--- src/rtl/muldiv_if.sv ---
// muldiv_if: request/response bundle between the core (master) and the multiply/divide unit (slave).
interface muldiv_if #(
   parameter int unsigned XLEN = 32
);
   logic            start_i;
   logic [2:0]      funct3_i;
   logic [XLEN-1:0] rs1_data_i;
   logic [XLEN-1:0] rs2_data_i;
   logic [4:0]      rd_addr_i;
   logic            busy_o;
   logic            done_o;
   logic            wr_en_o;
   logic [4:0]      rd_addr_o;
   logic [XLEN-1:0] result_o;
   logic            illegal_o;

   modport master (
      output start_i, funct3_i, rs1_data_i, rs2_data_i, rd_addr_i,
      input  busy_o, done_o, wr_en_o, rd_addr_o, result_o, illegal_o
   );

   modport slave (
      input  start_i, funct3_i, rs1_data_i, rs2_data_i, rd_addr_i,
      output busy_o, done_o, wr_en_o, rd_addr_o, result_o, illegal_o
   );
endinterface

--- src/rtl/muldiv_unit.sv ---
// muldiv_unit: iterative RV32M unit, shift-add multiply and restoring divide, one bit per cycle.
// Define MULDIV_DIV_EN to build the divide datapath; otherwise DIV/REM complete at once as illegal.
module muldiv_unit #(
   parameter int unsigned XLEN = 32
) (
   input  logic    clk,
   input  logic    rst,
   muldiv_if.slave bus
);
   localparam int unsigned   CW       = $clog2(XLEN);
   localparam int unsigned   RW       = 5;
   localparam logic [CW-1:0] CNT_INIT = CW'(XLEN - 1);

   localparam logic [1:0] S_IDLE = 2'd0;
   localparam logic [1:0] S_RUN  = 2'd1;
   localparam logic [1:0] S_DONE = 2'd2;

   logic [1:0]        state_q, state_d;
   logic [1:0]        op_q, op_d;
   logic [RW-1:0]     rd_q, rd_d;
   logic [CW-1:0]     cnt_q, cnt_d;
   logic              fin_q, fin_d;
   logic              neg_q, neg_d;
   logic [XLEN-1:0]   opnd_q, opnd_d;
   logic [2*XLEN-1:0] acc_q, acc_d;
   logic [XLEN-1:0]   result_q, result_d;
   logic              busy_q, busy_d;
   logic              done_q, done_d;
   logic              wr_en_q, wr_en_d;
   logic              illegal_q, illegal_d;

   // Accept-time operand decode: signedness per op, magnitudes for the unsigned datapath
   logic [2:0]      f_i;
   logic            a_sgn, b_sgn, a_neg, b_neg;
   logic [XLEN-1:0] a_mag, b_mag;

   assign f_i   = bus.funct3_i;
   assign a_sgn = f_i[2] ? ~f_i[0] : (f_i[1:0] != 2'b11);
   assign b_sgn = f_i[2] ? ~f_i[0] : ~f_i[1];
   assign a_neg = a_sgn & bus.rs1_data_i[XLEN-1];
   assign b_neg = b_sgn & bus.rs2_data_i[XLEN-1];
   assign a_mag = a_neg ? -bus.rs1_data_i : bus.rs1_data_i;
   assign b_mag = b_neg ? -bus.rs2_data_i : bus.rs2_data_i;

   // Multiply step: acc = {partial product, remaining multiplier bits}
   logic [XLEN:0]     mul_sum;
   logic [2*XLEN-1:0] mul_next, prod;
   logic [XLEN-1:0]   mul_res;

   assign mul_sum  = {1'b0, acc_q[2*XLEN-1:XLEN]} + (acc_q[0] ? {1'b0, opnd_q} : '0);
   assign mul_next = {mul_sum, acc_q[XLEN-1:1]};
   assign prod     = neg_q ? -acc_q : acc_q;
   assign mul_res  = (op_q == 2'b00) ? prod[XLEN-1:0] : prod[2*XLEN-1:XLEN];

`ifdef MULDIV_DIV_EN
   // Divide step: acc = {partial remainder, dividend bits shifting out / quotient bits shifting in}
   logic              div_q, div_d;
   logic [XLEN:0]     rem_sh;
   logic [XLEN+1:0]   div_diff;
   logic [2*XLEN-1:0] div_next;
   logic [XLEN-1:0]   quo_f, rem_f, div_res;
   logic              div_zero, div_ovf;
   logic [XLEN-1:0]   spec_res;

   assign rem_sh   = {acc_q[2*XLEN-1:XLEN], acc_q[XLEN-1]};
   assign div_diff = {1'b0, rem_sh} - {2'b00, opnd_q};
   assign div_next = div_diff[XLEN+1] ? {rem_sh[XLEN-1:0], acc_q[XLEN-2:0], 1'b0}
                                      : {div_diff[XLEN-1:0], acc_q[XLEN-2:0], 1'b1};
   assign quo_f    = acc_q[XLEN-1:0];
   assign rem_f    = acc_q[2*XLEN-1:XLEN];
   assign div_res  = op_q[1] ? (neg_q ? -rem_f : rem_f) : (neg_q ? -quo_f : quo_f);

   // Overflow quotient equals the dividend itself (most negative value)
   assign div_zero = (bus.rs2_data_i == '0);
   assign div_ovf  = ~f_i[0] & (bus.rs1_data_i == {1'b1, {(XLEN-1){1'b0}}}) & (bus.rs2_data_i == '1);
   assign spec_res = div_zero ? (f_i[1] ? bus.rs1_data_i : '1)
                              : (f_i[1] ? '0 : bus.rs1_data_i);
`endif

   // Next-state and registered-output logic
   always_comb begin
      state_d   = state_q;
      op_d      = op_q;
      rd_d      = rd_q;
      cnt_d     = cnt_q;
      fin_d     = fin_q;
      neg_d     = neg_q;
      opnd_d    = opnd_q;
      acc_d     = acc_q;
      result_d  = result_q;
      done_d    = 1'b0;
      wr_en_d   = 1'b0;
      illegal_d = 1'b0;
`ifdef MULDIV_DIV_EN
      div_d     = div_q;
`endif
      case (state_q)
         S_IDLE: begin
            if (bus.start_i) begin
               op_d  = f_i[1:0];
               rd_d  = bus.rd_addr_i;
               cnt_d = CNT_INIT;
               fin_d = 1'b0;
               if (f_i[2]) begin
`ifdef MULDIV_DIV_EN
                  div_d  = 1'b1;
                  neg_d  = f_i[1] ? a_neg : (a_neg ^ b_neg);
                  opnd_d = b_mag;
                  acc_d  = {{XLEN{1'b0}}, a_mag};
                  if (div_zero | div_ovf) begin
                     state_d  = S_DONE;
                     result_d = spec_res;
                     done_d   = 1'b1;
                     wr_en_d  = (bus.rd_addr_i != '0);
                  end else begin
                     state_d = S_RUN;
                  end
`else
                  state_d   = S_DONE;
                  result_d  = '0;
                  done_d    = 1'b1;
                  illegal_d = 1'b1;
`endif
               end else begin
`ifdef MULDIV_DIV_EN
                  div_d = 1'b0;
`endif
                  neg_d   = a_neg ^ b_neg;
                  opnd_d  = a_mag;
                  acc_d   = {{XLEN{1'b0}}, b_mag};
                  state_d = S_RUN;
               end
            end
         end
         S_RUN: begin
            if (fin_q) begin
               state_d  = S_DONE;
               fin_d    = 1'b0;
`ifdef MULDIV_DIV_EN
               result_d = div_q ? div_res : mul_res;
`else
               result_d = mul_res;
`endif
               done_d   = 1'b1;
               wr_en_d  = (rd_q != '0);
            end else begin
`ifdef MULDIV_DIV_EN
               acc_d = div_q ? div_next : mul_next;
`else
               acc_d = mul_next;
`endif
               if (cnt_q == '0) fin_d = 1'b1;
               else             cnt_d = cnt_q - CW'(1);
            end
         end
         S_DONE:  state_d = S_IDLE;
         default: state_d = S_IDLE;
      endcase
      busy_d = (state_d != S_IDLE);
   end

   always_ff @(posedge clk) begin
      if (rst) begin
         state_q   <= S_IDLE;
         op_q      <= '0;
         rd_q      <= '0;
         cnt_q     <= '0;
         fin_q     <= 1'b0;
         neg_q     <= 1'b0;
         opnd_q    <= '0;
         acc_q     <= '0;
         result_q  <= '0;
         busy_q    <= 1'b0;
         done_q    <= 1'b0;
         wr_en_q   <= 1'b0;
         illegal_q <= 1'b0;
`ifdef MULDIV_DIV_EN
         div_q     <= 1'b0;
`endif
      end else begin
         state_q   <= state_d;
         op_q      <= op_d;
         rd_q      <= rd_d;
         cnt_q     <= cnt_d;
         fin_q     <= fin_d;
         neg_q     <= neg_d;
         opnd_q    <= opnd_d;
         acc_q     <= acc_d;
         result_q  <= result_d;
         busy_q    <= busy_d;
         done_q    <= done_d;
         wr_en_q   <= wr_en_d;
         illegal_q <= illegal_d;
`ifdef MULDIV_DIV_EN
         div_q     <= div_d;
`endif
      end
   end

   assign bus.busy_o    = busy_q;
   assign bus.done_o    = done_q;
   assign bus.wr_en_o   = wr_en_q;
   assign bus.rd_addr_o = rd_q;
   assign bus.result_o  = result_q;
   assign bus.illegal_o = illegal_q;
endmodule

--- src/flat_wrapper.sv ---
// flat-port wrapper written by rule: the top's interface ports become plain ports
module muldiv_unit_flat 
#(
   parameter int unsigned XLEN = 32
)
  (clk, rst, bus_start_i, bus_funct3_i, bus_rs1_data_i, bus_rs2_data_i, bus_rd_addr_i, bus_busy_o, bus_done_o, bus_wr_en_o, bus_rd_addr_o, bus_result_o, bus_illegal_o);
  muldiv_if #(.XLEN(XLEN)) bus_i ();
  input  logic clk;
  input  logic rst;
  input wire logic [$bits(bus_i.start_i)-1:0] bus_start_i;
  input wire logic [$bits(bus_i.funct3_i)-1:0] bus_funct3_i;
  input wire logic [$bits(bus_i.rs1_data_i)-1:0] bus_rs1_data_i;
  input wire logic [$bits(bus_i.rs2_data_i)-1:0] bus_rs2_data_i;
  input wire logic [$bits(bus_i.rd_addr_i)-1:0] bus_rd_addr_i;
  output wire logic [$bits(bus_i.busy_o)-1:0] bus_busy_o;
  output wire logic [$bits(bus_i.done_o)-1:0] bus_done_o;
  output wire logic [$bits(bus_i.wr_en_o)-1:0] bus_wr_en_o;
  output wire logic [$bits(bus_i.rd_addr_o)-1:0] bus_rd_addr_o;
  output wire logic [$bits(bus_i.result_o)-1:0] bus_result_o;
  output wire logic [$bits(bus_i.illegal_o)-1:0] bus_illegal_o;
  assign bus_i.start_i = bus_start_i;
  assign bus_i.funct3_i = bus_funct3_i;
  assign bus_i.rs1_data_i = bus_rs1_data_i;
  assign bus_i.rs2_data_i = bus_rs2_data_i;
  assign bus_i.rd_addr_i = bus_rd_addr_i;
  assign bus_busy_o = bus_i.busy_o;
  assign bus_done_o = bus_i.done_o;
  assign bus_wr_en_o = bus_i.wr_en_o;
  assign bus_rd_addr_o = bus_i.rd_addr_o;
  assign bus_result_o = bus_i.result_o;
  assign bus_illegal_o = bus_i.illegal_o;
  muldiv_unit #(.XLEN(XLEN)) u_core (.clk(clk), .rst(rst), .bus(bus_i));
endmodule
--- config.mk ---
export PLATFORM = sky130hd
export DESIGN_NAME = muldiv_unit_flat
export DESIGN_NICKNAME = d
export VERILOG_FILES = /design/src/rtl/muldiv_if.sv /design/src/rtl/muldiv_unit.sv /design/src/flat_wrapper.sv
export SDC_FILE = /design/constraint.sdc
export NUM_CORES = 1
export LEC_CHECK = 0
export CAP_MARGIN = 20
export CORE_MARGIN = 2
export CORE_UTILIZATION = 50
export DETAILED_ROUTE_END_ITERATION = 10
export PLACE_DENSITY = 0.74
export SKIP_CTS_REPAIR_TIMING = 1
export SYNTH_ARGS = -nofsm -noshare
export SYNTH_HDL_FRONTEND = slang
export SYNTH_SLANG_ARGS = --single-unit
--- constraint.sdc ---
create_clock -name clk -period 5.4 [get_ports clk]
set_input_delay 0.54 -clock clk [delete_from_list [all_inputs] [get_ports clk]]
set_output_delay 0.54 -clock clk [all_outputs]
set_load 0.01 [all_outputs]
Word level (Yosys, flattened, before mapping)
Index checks and enable logic that the tools add are counted.
W data, S select, Z words.
{"block": "totals", "wordCells": 80, "output_inout_bits": 41, "input_bits": 75, "reg_bits": 148}
{"block": "op_classes", "n_bitwise": 9, "add_sub_neg": 5, "eq_ne": 8, "mux": 31, "n_reduce_logical": 14}
{"operator": "$mux W64", "count": 4}
{"operator": "$mux W32", "count": 7}
{"operator": "$pmux W64 S2", "count": 1}
{"operator": "$neg A32 Y32", "count": 2}
{"operator": "$neg A64 Y64", "count": 1}
{"operator": "$pmux W32 S2", "count": 1}
{"operator": "$add A32 B33 Y33", "count": 1}
{"operator": "$mux W5", "count": 3}
{"operator": "$ne A2 B2 Y1 const B", "count": 6}
{"operator": "$reduce_and A4 Y1", "count": 3}
{"operator": "$pmux W5 S2", "count": 1}
{"operator": "$mux W1", "count": 8}
{"operator": "$mux W2", "count": 3}
{"operator": "$not A1 Y1", "count": 6}
{"operator": "$logic_not A5 Y1", "count": 1}
{"operator": "$reduce_bool A5 Y1", "count": 1}
{"operator": "$sub A5 B1 Y5 const B", "count": 1}
{"operator": "$logic_not A2 Y1", "count": 2}
{"operator": "$pmux W1 S2", "count": 2}
{"operator": "$pmux W2 S2", "count": 1}
{"operator": "$reduce_and A2 Y1", "count": 2}
{"operator": "$reduce_bool A2 Y1", "count": 2}
{"operator": "$reduce_and A3 Y1", "count": 1}
{"operator": "$reduce_or A3 Y1", "count": 1}
{"operator": "other kinds (5)", "count": 6}

Depth between registers and ports, before layout
{"block": "logic_depth", "word_depth": 7, "ltp_mapped": 14, "mapped_depth_nobuf": 12}

Least setup slack after synthesis
Ideal clock, no wire load.
{"block": "synth_timing", "path_kind": "flip-flop to flip-flop", "from": "register u_core.acc_q[0]", "to": "register u_core.acc_q[60]", "slack_ns": 2.480, "t_arrival_ns": 2.791, "period_less_slack_ns": 2.920, "path_stages_with_launch": 14, "required_time_ns": 5.271, "n_path_buf": 2, "setup_time_ns": 0.129, "path_cell_list": "dfxtp_1 -> clkbuf_1 -> clkbuf_1 -> nand2_1 -> inv_1 -> ha_1 -> a211oi_1 -> o21bai_1 -> a211oi_1 -> nor2_1 -> a221o_1 -> a41oi_1 -> xor2_1 -> o21ai_0"}
{"block": "synth_between", "elab_chain_cells": 4}
{"item": "start: declaration", "line": "muldiv_unit.sv:25", "rtl": "logic [2*XLEN-1:0] acc_q, acc_d;"}
{"item": "start signal: assignment", "line": "muldiv_unit.sv:171", "rtl": "acc_q <= '0;"}
{"item": "start signal: assignment", "line": "muldiv_unit.sv:188", "rtl": "acc_q <= acc_d;"}
{"item": "$mux W32", "line": "muldiv_unit.sv:50", "rtl": "assign mul_sum = {1'b0, acc_q[2*XLEN-1:XLEN]} + (acc_q[0] ? {1'b0, opnd_q} : '0);"}
{"item": "$add A32 B33 Y33", "line": "muldiv_unit.sv:50"}
{"item": "$mux W64", "line": "muldiv_unit.sv:136", "rtl": "if (fin_q) begin"}
{"item": "$pmux W64 S2", "line": "muldiv_unit.sv:97", "rtl": "case (state_q)"}
Every way passes these cells. The select of a mux whose other input is x is not followed.
A chain may end at the register's enable or synchronous reset.

Worst setup path after layout
{"block": "layout_timing", "from": "register u_core.acc_q[0]", "to": "register u_core.result_q[19], in the netlist u_core.bus.result_o[19]"}
{"block": "layout_between", "elab_chain_cells": 5}
{"item": "$neg A64 Y64", "line": "muldiv_unit.sv:52", "rtl": "assign prod = neg_q ? -acc_q : acc_q;"}
{"item": "$mux W64", "line": "muldiv_unit.sv:52"}
{"item": "$mux W32", "line": "muldiv_unit.sv:53", "rtl": "assign mul_res = (op_q == 2'b00) ? prod[XLEN-1:0] : prod[2*XLEN-1:XLEN];"}
{"item": "$mux W32", "line": "muldiv_unit.sv:136"}
{"item": "$pmux W32 S2", "line": "muldiv_unit.sv:97"}
{"item": "end signal: assignment", "line": "muldiv_unit.sv:189", "rtl": "result_q <= result_d;"}
{"item": "end: declaration", "line": "muldiv_unit.sv:26", "rtl": "logic [XLEN-1:0] result_q, result_d;"}
Every way passes these cells. The select of a mux whose other input is x is not followed.

==> results.md <==
• later-pin clock latency in the skew report: 0.44 ns
• Fin. Hold Viols: 0
• sequence of cells on the critical path: buf_4 -> nor4_1 -> and4_1 -> nand3_1 -> or2_1 -> o41ai_1 -> xor2_1 -> o21ai_1
• Post-Synthesis Net Count: 1500
• hold endpoint: u_core.bus.result_o[3]$_SDFFE_PP0P_
• setup slack at placement: 2.161 ns
• sum of buffers and inverters on the critical path: 1
• number of port buffers: 115
• outcome: complete, no violations
• Min-Delay Path Class: reg -> reg
• via density per instance: 5.963
• final period utilization: 59.51%
• routability cong.: 0.9735
• Routed WL per cell: 16.99 um
• flip-flop and latch count after synthesis: 148
• Post-layout nets: 1554
• Die X: 147.7 um
• Layout area overhead: 17.63%
• number of nets still failing antenna checks after routing: 0
• number of unique standard cell types used by synthesis: 74
• Crit. Startpoint: u_core.acc_q[0]$_SDFFE_PP0P_
• family with the most delay on the worst path: simple AND/OR/NAND/NOR gates
• number of antenna violations at the first check in global routing: 0
• Max Transition Viols Final: 0
• start point of the worst min-delay path: u_core.bus.result_o[3]$_SDFFE_PP0P_
• sum of net half-perimeters after detailed placement: 22200 um
• TritonCTS clock tree: done
• drt total wl: 29280 um
• endpoint arrival time on the critical path: 3.51 ns
• Die Height: 147.7 um
• max cap viols: 0
• reg-to-reg endpoint: u_core.bus.result_o[19]$_SDFFE_PP0P_
• H-tree levels: 4
• Initial Util: 51.00%
• Post-synth top flop: sky130_fd_sc_hd__dfxtp_1
• worst r2r path cells: 8
• vias in the first global route: 9130
• EDFF count, synth: 0
• worst supply voltage drop on vdd: 0.1796 mV
• Final TNS setup: 0 ns
• overflow left after global routing: 0
• Rows: 52
• via count: 10280
• reported leakage power: 4.511 nW
• TritonCTS buffer count: 17
• critical path class: reg -> reg
• Avg Cell Area, Syn: 7.440 um2
• leading cell types in the layout, fill and taps excluded: sky130_fd_sc_hd__nand2_1 (171), sky130_fd_sc_hd__nor2_1 (159), sky130_fd_sc_hd__dfxtp_1 (147)
• Post-Layout Cell Count: 1724
• CP peak stage delay: 0.69 ns
• cell at the root of the clock tree: sky130_fd_sc_hd__clkbuf_16
• crit-path max FO: 37
• Placed Cells: 1692
• hold path cells: 2
• global-route usage over all layers: 26.85%
• Worst Slack Setup Final: 2.186 ns
• count of yosys warnings during synthesis: 0
• Reg2Reg Setup Slack: 2.19 ns
• crit end category: flop
• commonest non-fill, non-tap cell in the layout: sky130_fd_sc_hd__nand2_1
• Async S/R FF share, synth: 0%
• Worst Setup Start Kind: flop
• RSZ-0062 raised after global routing: false
• Critical Path RT: 5.70 ns
• final setup vio count: 0
• synthesized cell area: 10320 um2
• first-pass GRT wire length: 47640 um
• relative slew slack: 25.95%
• count of clock tree sinks: 148
• area of the die: 21800 um2
• pin slew with the least headroom to its limit: 1.107 ns
• sequential element share of the synthesized area: 28.71%
• skew final: 0.008998 ns
• remaining routing DRC violations: 0
• core region area: 20230 um2
• Final Critical Period: 3.214 ns
• first-pass iteration count of the detailed router: 7
• I/O pin cnt: 116
• maximum operating frequency: 0.3112 GHz
• pwr dens: 249.6 nW/um2
• DRC violation total after the first TritonRoute iteration: 952
• hold slack: 0.4416 ns
• Longest Clk Path Bufs: 2
• share of cells above drive strength 1: 4.539%
• FF-to-FF Start: u_core.acc_q[0]$_SDFFE_PP0P_
• clock transition at the register clock pins on the worst setup and hold paths after CTS: 0.07 ns
• maximum number of pins on one net before global-route repair: 67
• antenna diode count: 0
• slowest CP cell: sky130_fd_sc_hd__nor4_1
• synthesized instance count: 1387
-- worst max-delay path by stage --
stage / to / slack (ns) / cells past startpoint
floorplan: u_core.acc_q[60]$_SDFFE_PP0P_ / 2.48 / 13
global placement: u_core.acc_q[60]$_SDFFE_PP0P_ / 2.25 / 12
detailed placement: u_core.acc_q[60]$_SDFFE_PP0P_ / 2.16 / 12
CTS: u_core.acc_q[60]$_SDFFE_PP0P_ / 2.17 / 12
global route: u_core.acc_q[60]$_SDFFE_PP0P_ / 1.84 / 12
finish: u_core.bus.result_o[19]$_SDFFE_PP0P_ / 2.19 / 8
-- through the flow --
stage | power [mW] | utilization [%] | cell area, um2
after floorplan | 1.646 | - | 10320
after global placement | 1.842 | 57.07 | 11550
after detailed placement | 1.852 | 57.07 | 11550
after CTS | 3.036 | 59.99 | 12140
after global routing | 3.165 | 59.99 | 12140
final | 3.030 | 59.99 | 12140
-- routing by layer --
layer  wire [um]  up-vias  share of wire [%]  GRT usage (%)
li1            -     5146                  -              -
met5           0        -                  0              0
met3        1963       52                6.7          4.228
met4         830        0                2.8          9.135
met1       13560     4687                 46          38.31
met2       12930      396                 44          41.33
-- logic make-up (layout without fill, tap and decap cells) --
kind of cell | count (synthesis) | in the layout | share of synthesized area, %
buf+inv | 108 | 175 | 3.977
compound gates | 423 | 423 | 26.58
mux | 8 | 8 | 0.7761
flops | 148 | 148 | 28.71
simple gates | 540 | 540 | 24.92
xor+xnor | 122 | 122 | 10.36
fa+ha+maj | 38 | 38 | 4.680
-- worst register-to-register path: cells and delay by family (launching register included) --
kind                      cells  cell delay [ns]
AOI/OAI and AO/OA             2             0.56
buffers and inverters         1             0.23
DFF                           1             0.30
and+or+nand+nor               4             1.83
xor gates and xnor gates      1             0.18
-- flip-flops by register name, summed over array words and instances (netlist names), 2 cells and up --
signal                flops
u_core.opnd_q            32
u_core.op_q               2
u_core.state_q            2
u_core.bus.result_o      32
u_core.cnt_q              5
u_core.bus.rd_addr_o      5
u_core.acc_q             64
-- synthesized netlist by cell type, types with 8 or more instances --
master	count	area (um2)
sky130_fd_sc_hd__a31oi_1	17	106.4
sky130_fd_sc_hd__o21ai_1	12	60.06
sky130_fd_sc_hd__a22oi_1	17	127.6
sky130_fd_sc_hd__xnor2_1	54	473.0
sky130_fd_sc_hd__a21oi_1	96	480.5
sky130_fd_sc_hd__a211oi_1	51	382.9
sky130_fd_sc_hd__clkbuf_1	80	300.3
sky130_fd_sc_hd__nor3_1	30	150.1
sky130_fd_sc_hd__o31ai_1	28	210.2
sky130_fd_sc_hd__nand2_1	171	641.9
sky130_fd_sc_hd__o41ai_1	15	131.4
sky130_fd_sc_hd__or4_1	9	67.56
sky130_fd_sc_hd__inv_1	19	71.32
sky130_fd_sc_hd__nand4_1	11	68.82
sky130_fd_sc_hd__mux2i_1	8	80.08
sky130_fd_sc_hd__or3_1	10	62.56
sky130_fd_sc_hd__dfxtp_1	148	2963
sky130_fd_sc_hd__nand3_1	31	155.2
sky130_fd_sc_hd__a21o_1	19	142.6
sky130_fd_sc_hd__nor2b_1	14	87.58
sky130_fd_sc_hd__nor2_1	162	608.1
sky130_fd_sc_hd__and2_1	39	244.0
sky130_fd_sc_hd__o211ai_1	11	82.58
sky130_fd_sc_hd__o21ai_0	95	475.5
sky130_fd_sc_hd__nor4_1	15	93.84
sky130_fd_sc_hd__nand2b_1	8	50.05
sky130_fd_sc_hd__ha_1	37	462.9
sky130_fd_sc_hd__xor2_1	68	595.6
-- report_power, final --
part / internal (mW) / total [mW] / switching [mW]
logic: 0.249 / 0.624 / 0.375
registers: 1.15 / 1.21 / 0.0694
clock network: 0.656 / 1.19 / 0.536
total: 2.05 / 3.03 / 0.980
-- layout make-up --
type	count	area, um2
clock buffer	17	425.4
clock inverter	15	165.2
fill	1878	8097
inverter	19	71.32
multi-input combinational	1131	6960
sequential	148	2964
tap	270	337.8
timing repair buffer	124	1214
Note: power is estimated with default switching activity, not from simulation.
